<file path="src/rtl/diff_rx_pkg.sv">
// Shared definitions for the differential receiver: pair encodings,
// saturating counter helper and parameter legality check.
package diff_rx_pkg;

  localparam logic [1:0] PAIR_ONE  = 2'b10;
  localparam logic [1:0] PAIR_ZERO = 2'b01;

  // Widest error counter the helper below supports.
  localparam int MAX_ERR_W = 32;

  function automatic logic [MAX_ERR_W-1:0] sat_inc(
    input logic [MAX_ERR_W-1:0] val,
    input logic [MAX_ERR_W-1:0] max_val
  );
    return (val >= max_val) ? max_val : val + 32'd1;
  endfunction

  function automatic bit params_ok(
    input int channels,
    input int sync_stages,
    input int filter_len,
    input int err_w
  );
    return (channels    >= 1) && (channels    <= 32) &&
           (sync_stages >= 2) && (sync_stages <= 4)  &&
           (filter_len  >= 1) && (filter_len  <= 16) &&
           (err_w       >= 1) && (err_w       <= MAX_ERR_W);
  endfunction

endpackage

</file>
<file path="src/rtl/diff_rx_chan.sv">
// One receiver channel: pair synchroniser, decode, consecutive-sample
// glitch filter with hold-on-invalid, edge flags and error counter.
module diff_rx_chan
  import diff_rx_pkg::*;
#(
  parameter int SYNC_STAGES = 2,
  parameter int FILTER_LEN  = 3,
  parameter int ERR_W       = 8,
  parameter bit INIT_VAL    = 1'b0
) (
  input  logic             clk,
  input  logic             rst_n,
  input  logic             din_p,
  input  logic             din_n,
  input  logic             err_clr,
  output logic             dout,
  output logic             pair_ok,
  output logic             rise,
  output logic             fall,
  output logic [ERR_W-1:0] err_cnt,
  output logic [ERR_W-1:0] err_next
);

  localparam int RUN_W = (FILTER_LEN > 1) ? $clog2(FILTER_LEN) : 1;
  // Run value at which the next matching sample completes the streak.
  localparam logic [RUN_W-1:0] RUN_FIRE = RUN_W'((FILTER_LEN > 1) ? FILTER_LEN - 2 : 0);
  localparam logic [MAX_ERR_W-1:0] ERR_MAX = MAX_ERR_W'((64'd1 << ERR_W) - 64'd1);

  logic [SYNC_STAGES-1:0] sync_p;
  logic [SYNC_STAGES-1:0] sync_n;
  logic                   valid;
  logic                   sample;
  logic                   cand;
  logic [RUN_W-1:0]       run;

  // Each leg is synchronised on its own; both legs share the same depth so
  // the final-stage pair stays time-aligned.
  always_ff @(posedge clk or negedge rst_n) begin
    if (!rst_n) begin
      sync_p <= '0;
      sync_n <= '0;
    end else begin
      // NOTE: non-blocking assignments keep every flop sampling pre-edge values, so the chain shifts one stage per clock.
      sync_p <= {sync_p[SYNC_STAGES-2:0], din_p};
      sync_n <= {sync_n[SYNC_STAGES-2:0], din_n};
    end
  end

  always_comb begin
    // NOTE: defaults first so every path assigns every output and no latch is inferred.
    valid  = 1'b0;
    sample = 1'b0;
    case ({sync_p[SYNC_STAGES-1], sync_n[SYNC_STAGES-1]})
      PAIR_ONE:  begin valid = 1'b1; sample = 1'b1; end
      PAIR_ZERO: begin valid = 1'b1; sample = 1'b0; end
      default:   ;
    endcase
  end

  // Clear wins over an increment arriving on the same edge.
  always_comb begin
    err_next = err_cnt;
    if (err_clr)
      err_next = '0;
    else if (!valid)
      err_next = ERR_W'(sat_inc(MAX_ERR_W'(err_cnt), ERR_MAX));
  end

  always_ff @(posedge clk or negedge rst_n) begin
    if (!rst_n) begin
      dout    <= INIT_VAL;
      cand    <= INIT_VAL;
      run     <= '0;
      pair_ok <= 1'b0;
      rise    <= 1'b0;
      fall    <= 1'b0;
      err_cnt <= '0;
    end else begin
      pair_ok <= valid;
      rise    <= 1'b0;
      fall    <= 1'b0;
      err_cnt <= err_next;
      if (!valid || sample == dout) begin
        run  <= '0;
        cand <= dout;
      end else if (FILTER_LEN == 1 || (sample == cand && run == RUN_FIRE)) begin
        dout <= sample;
        cand <= sample;
        run  <= '0;
        rise <= sample;
        fall <= ~sample;
      end else if (sample == cand) begin
        run <= run + RUN_W'(1);
      end else begin
        cand <= sample;
        run  <= '0;
      end
    end
  end

endmodule

</file>
<file path="src/rtl/diff_rx_filter.sv">
// Multi-channel differential receiver: replicates diff_rx_chan per pair,
// packs the counters and registers the any-error summary.
module diff_rx_filter
  import diff_rx_pkg::*;
#(
  parameter int CHANNELS    = 4,
  parameter int SYNC_STAGES = 2,
  parameter int FILTER_LEN  = 3,
  parameter int ERR_W       = 8,
  parameter bit INIT_VAL    = 1'b0
) (
  input  logic                      clk,
  input  logic                      rst_n,
  input  logic [CHANNELS-1:0]       din_p,
  input  logic [CHANNELS-1:0]       din_n,
  input  logic                      err_clr,
  output logic [CHANNELS-1:0]       dout,
  output logic [CHANNELS-1:0]       pair_ok,
  output logic [CHANNELS-1:0]       rise,
  output logic [CHANNELS-1:0]       fall,
  output logic [CHANNELS*ERR_W-1:0] err_cnt,
  output logic                      any_err
);

  logic [CHANNELS*ERR_W-1:0] err_next;

  if (!params_ok(CHANNELS, SYNC_STAGES, FILTER_LEN, ERR_W)) begin : g_param_check
    $error("diff_rx_filter: parameter out of range");
  end

  for (genvar k = 0; k < CHANNELS; k++) begin : g_chan
    diff_rx_chan #(
      .SYNC_STAGES (SYNC_STAGES),
      .FILTER_LEN  (FILTER_LEN),
      .ERR_W       (ERR_W),
      .INIT_VAL    (INIT_VAL)
    ) u_chan (
      .clk      (clk),
      .rst_n    (rst_n),
      .din_p    (din_p[k]),
      .din_n    (din_n[k]),
      .err_clr  (err_clr),
      .dout     (dout[k]),
      .pair_ok  (pair_ok[k]),
      .rise     (rise[k]),
      .fall     (fall[k]),
      .err_cnt  (err_cnt[k*ERR_W +: ERR_W]),
      .err_next (err_next[k*ERR_W +: ERR_W])
    );
  end

  // Built from next-state counters so it drops together with err_clr.
  always_ff @(posedge clk or negedge rst_n) begin
    if (!rst_n) any_err <= 1'b0;
    else        any_err <= |err_next;
  end

endmodule

</file>
<file path="config.mk">
export PLATFORM = sky130hd
export DESIGN_NAME = diff_rx_filter
export DESIGN_NICKNAME = d
export VERILOG_FILES = /design/src/rtl/diff_rx_pkg.sv /design/src/rtl/diff_rx_chan.sv /design/src/rtl/diff_rx_filter.sv
export SDC_FILE = /design/constraint.sdc
export NUM_CORES = 1
export LEC_CHECK = 0
export CORE_UTILIZATION = 60
export CTS_CLUSTER_DIAMETER = 40
export DETAILED_ROUTE_END_ITERATION = 10
export DONT_BUFFER_PORTS = 1
export PLACE_DENSITY = 0.76
export SYNTH_ARGS = -nofsm -noshare
export SYNTH_HDL_FRONTEND = slang
export SYNTH_SLANG_ARGS = --single-unit
</file>
<file path="constraint.sdc">
create_clock -name clk -period 5.5 [get_ports clk]
set_input_delay 0.55 -clock clk [delete_from_list [all_inputs] [get_ports clk]]
set_output_delay 0.55 -clock clk [all_outputs]
set_load 0.01 [all_outputs]
</file>
==> flow_summary_export.csv, run 1 <==
group,metric,value,unit
run_status,status,"finished, final reports clean",
synthesis,ys.flop_type,"dfrtp_1",
global_route,grt_pass1_wl,11.45,mm
die,coreArea,5608,sq um
layout,mostFrequentLayoutCell,"dfrtp_1",
hold_path,min_path_type,"in2async",
sta,hold_viol_final,0,
synthesis,synth-edff-count,0,
clock_network,cts_setup_buffers,0,
clock_network,h-tree-depth,3,
place,post-dp-hpwl,4.644,mm
place,io_buffers,0,
layout,fill_cells,427,
sta,skew,0.004407,ns
route,routedWlPerCell,16.73,microns
flow_run,drv_cap,0,
die,die_w,78.95,microns
layout,layout.cells.most_common_list,"77 x dfrtp_1, 34 x nor2_1, 28 x a21oi_1",
sta,max_freq,338.4,MHz
route,drc,0,
synthesis,synth.distinct_cells,47,
clock_network,cts_root_buf,"clkbuf_8",
die,pin_count,60,
clock_network,clkSinkCount,77,
clock_network,clkTransAtPathRegs,0.08,ns
synthesis,yosys_warnings,0,
clock_network,cts_buffer_depth,2,
global_route,grt_max_degree,78,
synthesis,synth_area,3552,sq um
sta,fin_crit_sh,0.5372,
worst_setup_path,worstSetupPathType,"reg2reg",
layout,antennaDiodeCount,0,
place,placedCellCount,385,
route,postRouteAntennaNets,0,
global_route,grt.total_usage,0.2430,
worst_setup_path,start_kind,"register",
sta,fin_crit,2.955,ns
sta,tightest_slew,0.4261,ns
synthesis,synth_cells,337,
clock_network,numCtsBuffers,9,
die,die_y,78.95,microns
power,p_leak,1.658,nW
synthesis,async_flop_share,1.000,
worst_setup_path,required,5.72,ns
synthesis,syn_area_per_cell,10.54,sq um
sta,drv_slew,0,
layout,final_cells,402,
worst_setup_path,crit_arrival,3.18,ns
route,dr.first_iter.drc_count,151,
power,power_density,311.6,nW/um^2
layout,drive_above_1_share,0.1030,
layout,nets,348,
route,drtPass1Iterations,5,
sta,timing.slew.headroom,0.7160,
layout,synthToLayoutAreaGrowth,4.403,%
synthesis,ys_seq_area_frac,0.5424,
synthesis,syn-num-nets,360,
sta,finalSetupViolations,0,
sta,rsz0062_at_grt,"no",
layout,finish.utilization,0.6613,
global_route,grt_overflow,0,
worst_setup_path,path_max_fanout,11,
clock_network,clk_latency,0.34,ns
synthesis,ys_ff_latch,77,
route,finalWirelength,6.724,mm
clock_network,cts_tree,"done",
route,viasPerCell,6.159,
die,row_count,27,
die,start_util,0.6334,
global_route,grt_pass1_vias,2411,
global_route,antenna_found_initial,0,
die,die_area,6232,sq um
sta,finalSetupTns,0,ns
place,finalWeightedCongestion,0.8675,
worst_setup_path,critPathCaptureType,"register",
route,vias,2476,
power,peakVddDrop,0.1905,mV
-- synthesized netlist by cell type (2+ instances only) --
| library cell | count | area share |
|---|---|---|
| a211oi_1 | 6 | 0.013 |
| a21oi_1 | 28 | 0.039 |
| a311oi_1 | 2 | 0.0049 |
| a31oi_1 | 5 | 0.0088 |
| and2_1 | 4 | 0.0070 |
| and3_1 | 6 | 0.011 |
| and4_1 | 3 | 0.0074 |
| buf_4 | 16 | 0.034 |
| buf_6 | 2 | 0.0063 |
| clkbuf_1 | 4 | 0.0042 |
| clkbuf_8 | 2 | 0.0078 |
| dfrtp_1 | 77 | 0.54 |
| ha_1 | 12 | 0.042 |
| inv_1 | 20 | 0.021 |
| mux2_2 | 5 | 0.016 |
| mux2i_1 | 4 | 0.011 |
| nand2_1 | 23 | 0.024 |
| nand2b_1 | 2 | 0.0035 |
| nand3_1 | 5 | 0.0070 |
| nand4_1 | 15 | 0.026 |
| nor2_1 | 34 | 0.036 |
| nor3_1 | 10 | 0.014 |
| nor4_1 | 6 | 0.011 |
| o21a_1 | 2 | 0.0042 |
| o21ai_0 | 6 | 0.0085 |
| o21bai_1 | 5 | 0.011 |
| or2_2 | 2 | 0.0035 |
| or3_1 | 5 | 0.0088 |
| or4_1 | 2 | 0.0042 |
| xnor2_1 | 3 | 0.0074 |
| xor2_1 | 5 | 0.012 |
-- kinds of logic (layout without fill, tap and decap cells) --
family | Yosys count | in the layout | synth area share
multiplexers | 10 | 10 | 0.03135
AO/OA/AOI/OAI | 60 | 60 | 0.1046
AND/OR/NAND/NOR | 126 | 126 | 0.1863
flip-flops | 77 | 77 | 0.5424
buffers and inverters | 44 | 37 | 0.07327
adder cells (fa/ha/maj) | 12 | 12 | 0.04227
XOR/XNOR | 8 | 8 | 0.01973
-- power breakdown --
group	internal, mW	leakage, nW	total (mW)	switching [mW]
combinational	0.0279	0.531	0.0733	0.0455
sequential	0.586	1.01	0.612	0.0259
clock	0.267	0.112	0.470	0.203
total	0.881	1.66	1.16	0.275
-- metrics by stage --
stage | hold slack, ns | power (mW) | cell area (sq um) | setup WS, ns
floorplan | 0.2544 | 0.6773 | 3552 | 2.790
global placement | 0.2557 | 0.6800 | 3457 | 2.635
detailed placement | 0.2559 | 0.6839 | 3457 | 2.561
CTS | 0.09636 | 1.168 | 3709 | 2.543
global route | 0.1065 | 1.206 | 3709 | 2.397
finish | 0.08911 | 1.155 | 3709 | 2.545
-- state kept, by name (all words and copies together) (netlist names) --
name,cells
g_chan.u_chan.err_cnt,32
g_chan.u_chan.run,8
g_chan.u_chan.sync_n,8
g_chan.u_chan.sync_p,8
g_chan.u_chan.cand,4
g_chan.u_chan.dout,4
g_chan.u_chan.fall,4
g_chan.u_chan.pair_ok,4
g_chan.u_chan.rise,4
any_err,1
-- layer usage --
| metal | wire (microns) | share of wire | GRT usage |
|---|---|---|---|
| met4 | 116 | 0.017 | 0.1036 |
| met1 | 2880 | 0.43 | 0.3127 |
| met2 | 3368 | 0.50 | 0.3861 |
| met3 | 360 | 0.054 | 0.06897 |
| met5 | 0 | 0 | 0 |
-- path summary, 6_finish.rpt --
kind | from | endpoint | slack, ns | cells after the start
worst max-delay path | g_chan[0].u_chan.sync_n[1] | any_err | 2.55 | 8
worst min-delay path | rst_n | g_chan[2].u_chan.err_cnt[5] | 0.09 | 1
worst max register to register | g_chan[0].u_chan.sync_n[1] | any_err | 2.55 | 8
worst min register to register | g_chan[1].u_chan.sync_p[0] | g_chan[1].u_chan.sync_p[1] | 0.35 | 0
max in group asynchronous | rst_n | g_chan[3].u_chan.run[1] | 5.11 | 1
min in group clk | din_n[2] | g_chan[2].u_chan.sync_n[0] | 0.23 | 0
-- critical path, stage by stage, from the launching register on --
cell     delay (ns)
dfrtp_1        0.33
inv_1          0.04
ha_1           0.46
nand4_1        0.21
or4b_1         0.52
o21ai_2        0.08
a21oi_1        0.08
or4b_2         0.60
or4_1          0.50
-- area by class of cell --
type,instances,area (sq um),share of cell area
Clock inverter,6,86.33,0.02328
Multi-Input combinational cell,216,1365,0.3681
Inverter,20,75.07,0.02024
Timing Repair Buffer,1,27.53,0.007422
Tap cell,72,90.09,0.02429
Sequential cell,77,1927,0.5196
Clock buffer,10,137.6,0.03711
-- repair_timing --
| action | 4_1_cts | 5_1_grt |
|---|---|---|
| hold endpoints to repair | 77 | 0 |
| hold buffers | 1 | 0 |
| resized for setup | 0 | 0 |
Note: power is estimated with default switching activity, not from simulation.
==> run 2: changes to the inputs <==
Settings changed: CORE_UTILIZATION 60 to 57, PLACE_DENSITY 0.76 to 0.75.
Clock period 5.5 ns to 2.4 ns, I/O delays scaled along.
==> flow_summary_export.csv, run 2 (synthesis results as in run 1) <==
group,metric,value,unit
run_status,status,"complete, but fails checks",
run_status,violations,"setup timing",
global_route,grt_pass1_vias,2613,
worst_setup_path,critPathCaptureType,"register",
power,p_sw_frac,0.2339,
sta,fin_crit_sh,1.104,
clock_network,cts_root_buf,"clkbuf_8",
sta,finalSetupViolations,1,
clock_network,clkSinkCount,77,
clock_network,numCtsBuffers,9,
die,row_count,28,
power,power_frac_comb,0.102,
power,peakVddDrop,0.3835,mV
power,internal_power,2.077,mW
power,pwr-share-seq,0.507,
sta,timing.slew.headroom,0.6582,
worst_setup_path,r2r_slack,-0.25,ns
layout,regMostFlops,"g_chan.u_chan.err_cnt",
clock_network,clk_latency,0.35,ns
hold_path,min_path_type,"in2reg",
die,start_util,0.5964,
clock_network,h-tree-depth,3,
worst_setup_path,reg2reg_from,"g_chan[1].u_chan.sync_p[1]",
clock_network,clkTransAtPathRegs,0.08,ns
place,io_buffers,0,
die,pin_count,60,
route,vias,2762,
power,power_density,621.6,nW/um^2
layout,regArea,1927,sq um
sta,rsz0062_at_grt,"yes",
hold_path,holdCritStartpoint,"err_clr",
layout,fill_cells,426,
power,p_total,2.711,mW
die,die_area,6551,sq um
global_route,grt_max_degree,78,
route,viasPerCell,5.754,
hold_path,holdPathStages,2,
place,post-dp-hpwl,4.946,mm
power,p_leak,2.055,nW
clock_network,cts_tree,"done",
worst_setup_path,reg2reg_depth,7,
layout,synthToLayoutAreaGrowth,22.79,%
flow_run,drv_cap,0,
sta,setup_ws,-0.2505,ns
worst_setup_path,crit_arrival,2.87,ns
route,postRouteAntennaNets,0,
worst_setup_path,path_max_fanout,2,
die,coreArea,5956,sq um
power,p_sw,0.6341,mW
sta,drv_slew,0,
sta,tightest_slew,0.5092,ns
global_route,antenna_found_initial,0,
worst_setup_path,start_kind,"register",
global_route,grt_overflow,0,
die,die_w,80.94,microns
layout,nets,424,
route,drc,0,
layout,mostFrequentLayoutCell,"dfrtp_1",
sta,hold_viol_final,0,
sta,max_freq,377.3,MHz
sta,fin_crit,2.651,ns
power,pwr-share-clk,0.391,
sta,finalSetupTns,-0.2505,ns
layout,layout.cells.most_common_list,"77 x dfrtp_1, 55 x buf_4, 34 x nor2_1",
global_route,grt.total_usage,0.2554,
route,dr.first_iter.drc_count,216,
clock_network,cts_buffer_depth,2,
sta,skew,0.009191,ns
layout,multi_input_area,1401,sq um
route,finalWirelength,7.550,mm
route,routedWlPerCell,15.73,microns
die,die_y,80.94,microns
worst_setup_path,worstSetupPathType,"reg2reg",
route,drtPass1Iterations,4,
global_route,grt_pass1_wl,12.31,mm
layout,drive_above_1_share,0.2247,
worst_setup_path,required,2.62,ns
place,finalWeightedCongestion,0.8825,
hold_path,min_to,"g_chan[2].u_chan.err_cnt[2]",
worst_setup_path,timing.rr.end,"any_err",
layout,largest_reg_flops,32,
layout,antennaDiodeCount,0,
run 2: how the worst max path moves through the flow:
stage	end	cells past startpoint	start	slack, ns
5_1_grt	any_err	7	g_chan[1].u_chan.sync_p[1]	-0.34
3_3_place_gp	any_err	7	g_chan[1].u_chan.sync_p[1]	-0.22
2_1_floorplan	any_err	8	g_chan[1].u_chan.sync_p[1]	-0.26
6_report	any_err	7	g_chan[1].u_chan.sync_p[1]	-0.25
3_5_place_dp	any_err	7	g_chan[1].u_chan.sync_p[1]	-0.30
4_1_cts	any_err	7	g_chan[1].u_chan.sync_p[1]	-0.25
run 2: layer usage:
| layer | up-vias | part of all wire | GRT usage | wire (microns) |
|---|---|---|---|---|
| met3 | 12 | 0.063 | 0.08652 | 476 |
| met1 | 1374 | 0.45 | 0.3336 | 3370 |
| met5 | - | 0 | 0 | 0 |
| met2 | 68 | 0.48 | 0.3975 | 3588 |
| li1 | 1308 | - | - | - |
| met4 | 0 | 0.015 | 0.08750 | 115 |
run 2: per-stage QoR:
step | hold WS (ns) | area [sq um] | utilization | setup slack, ns | instances
finish | 0.08532 | 4362 | 0.7324 | -0.2505 | 480
global route | 0.06538 | 4362 | 0.7324 | -0.3365 | 480
CTS | 0.07598 | 4354 | 0.7311 | -0.2459 | 480
detailed placement | -0.05413 | 3859 | 0.6479 | -0.3020 | 441
global placement | -0.05421 | 3859 | 0.6479 | -0.2206 | 441
floorplan | -0.05559 | 3552 | - | -0.2642 | 337
run 2: layout make-up:
type	instances	area share
clock inverter	4	0.01664
clock buffer	11	0.03242
inverter	20	0.01721
sequential	77	0.4418
tap	75	0.02151
timing repair buffer	77	0.1492
multi-input combinational	216	0.3213
run 2: power groups by stage:
stage	Combinational [mW]	Sequential (mW)	Clock (mW)
2_1_floorplan	0.143	1.41	0
3_3_place_gp	0.210	1.40	0
3_5_place_dp	0.216	1.40	0
4_1_cts	0.276	1.38	1.07
5_1_grt	0.311	1.38	1.14
6_report	0.276	1.38	1.06
run 2: timing repair:
item / CTS / global route
hold buffers: 22 / 0
endpoints found under the setup margin: 1 / 2
pin swaps: 5 / 1
buffers inserted: 2 / 0
resized for setup: 3 / 2
endpoints found under the hold margin: 106 / 0
run 2: worst max-delay path: stages (launching register included):
cell and delay, ns:
dfrtp_1 0.40, ha_4 0.27, and4_4 0.22, nand3_2 0.08
mux2_4 0.31, a2111o_1 0.35, or4_1 0.40, or4_1 0.48
==> run 3: changes to the inputs <==
Settings changed: ABC_CLOCK_PERIOD_IN_PS set to 2400.
==> results of run 3 <==
Same layout as run 2: the final DEF is identical, and so are final timing and power.
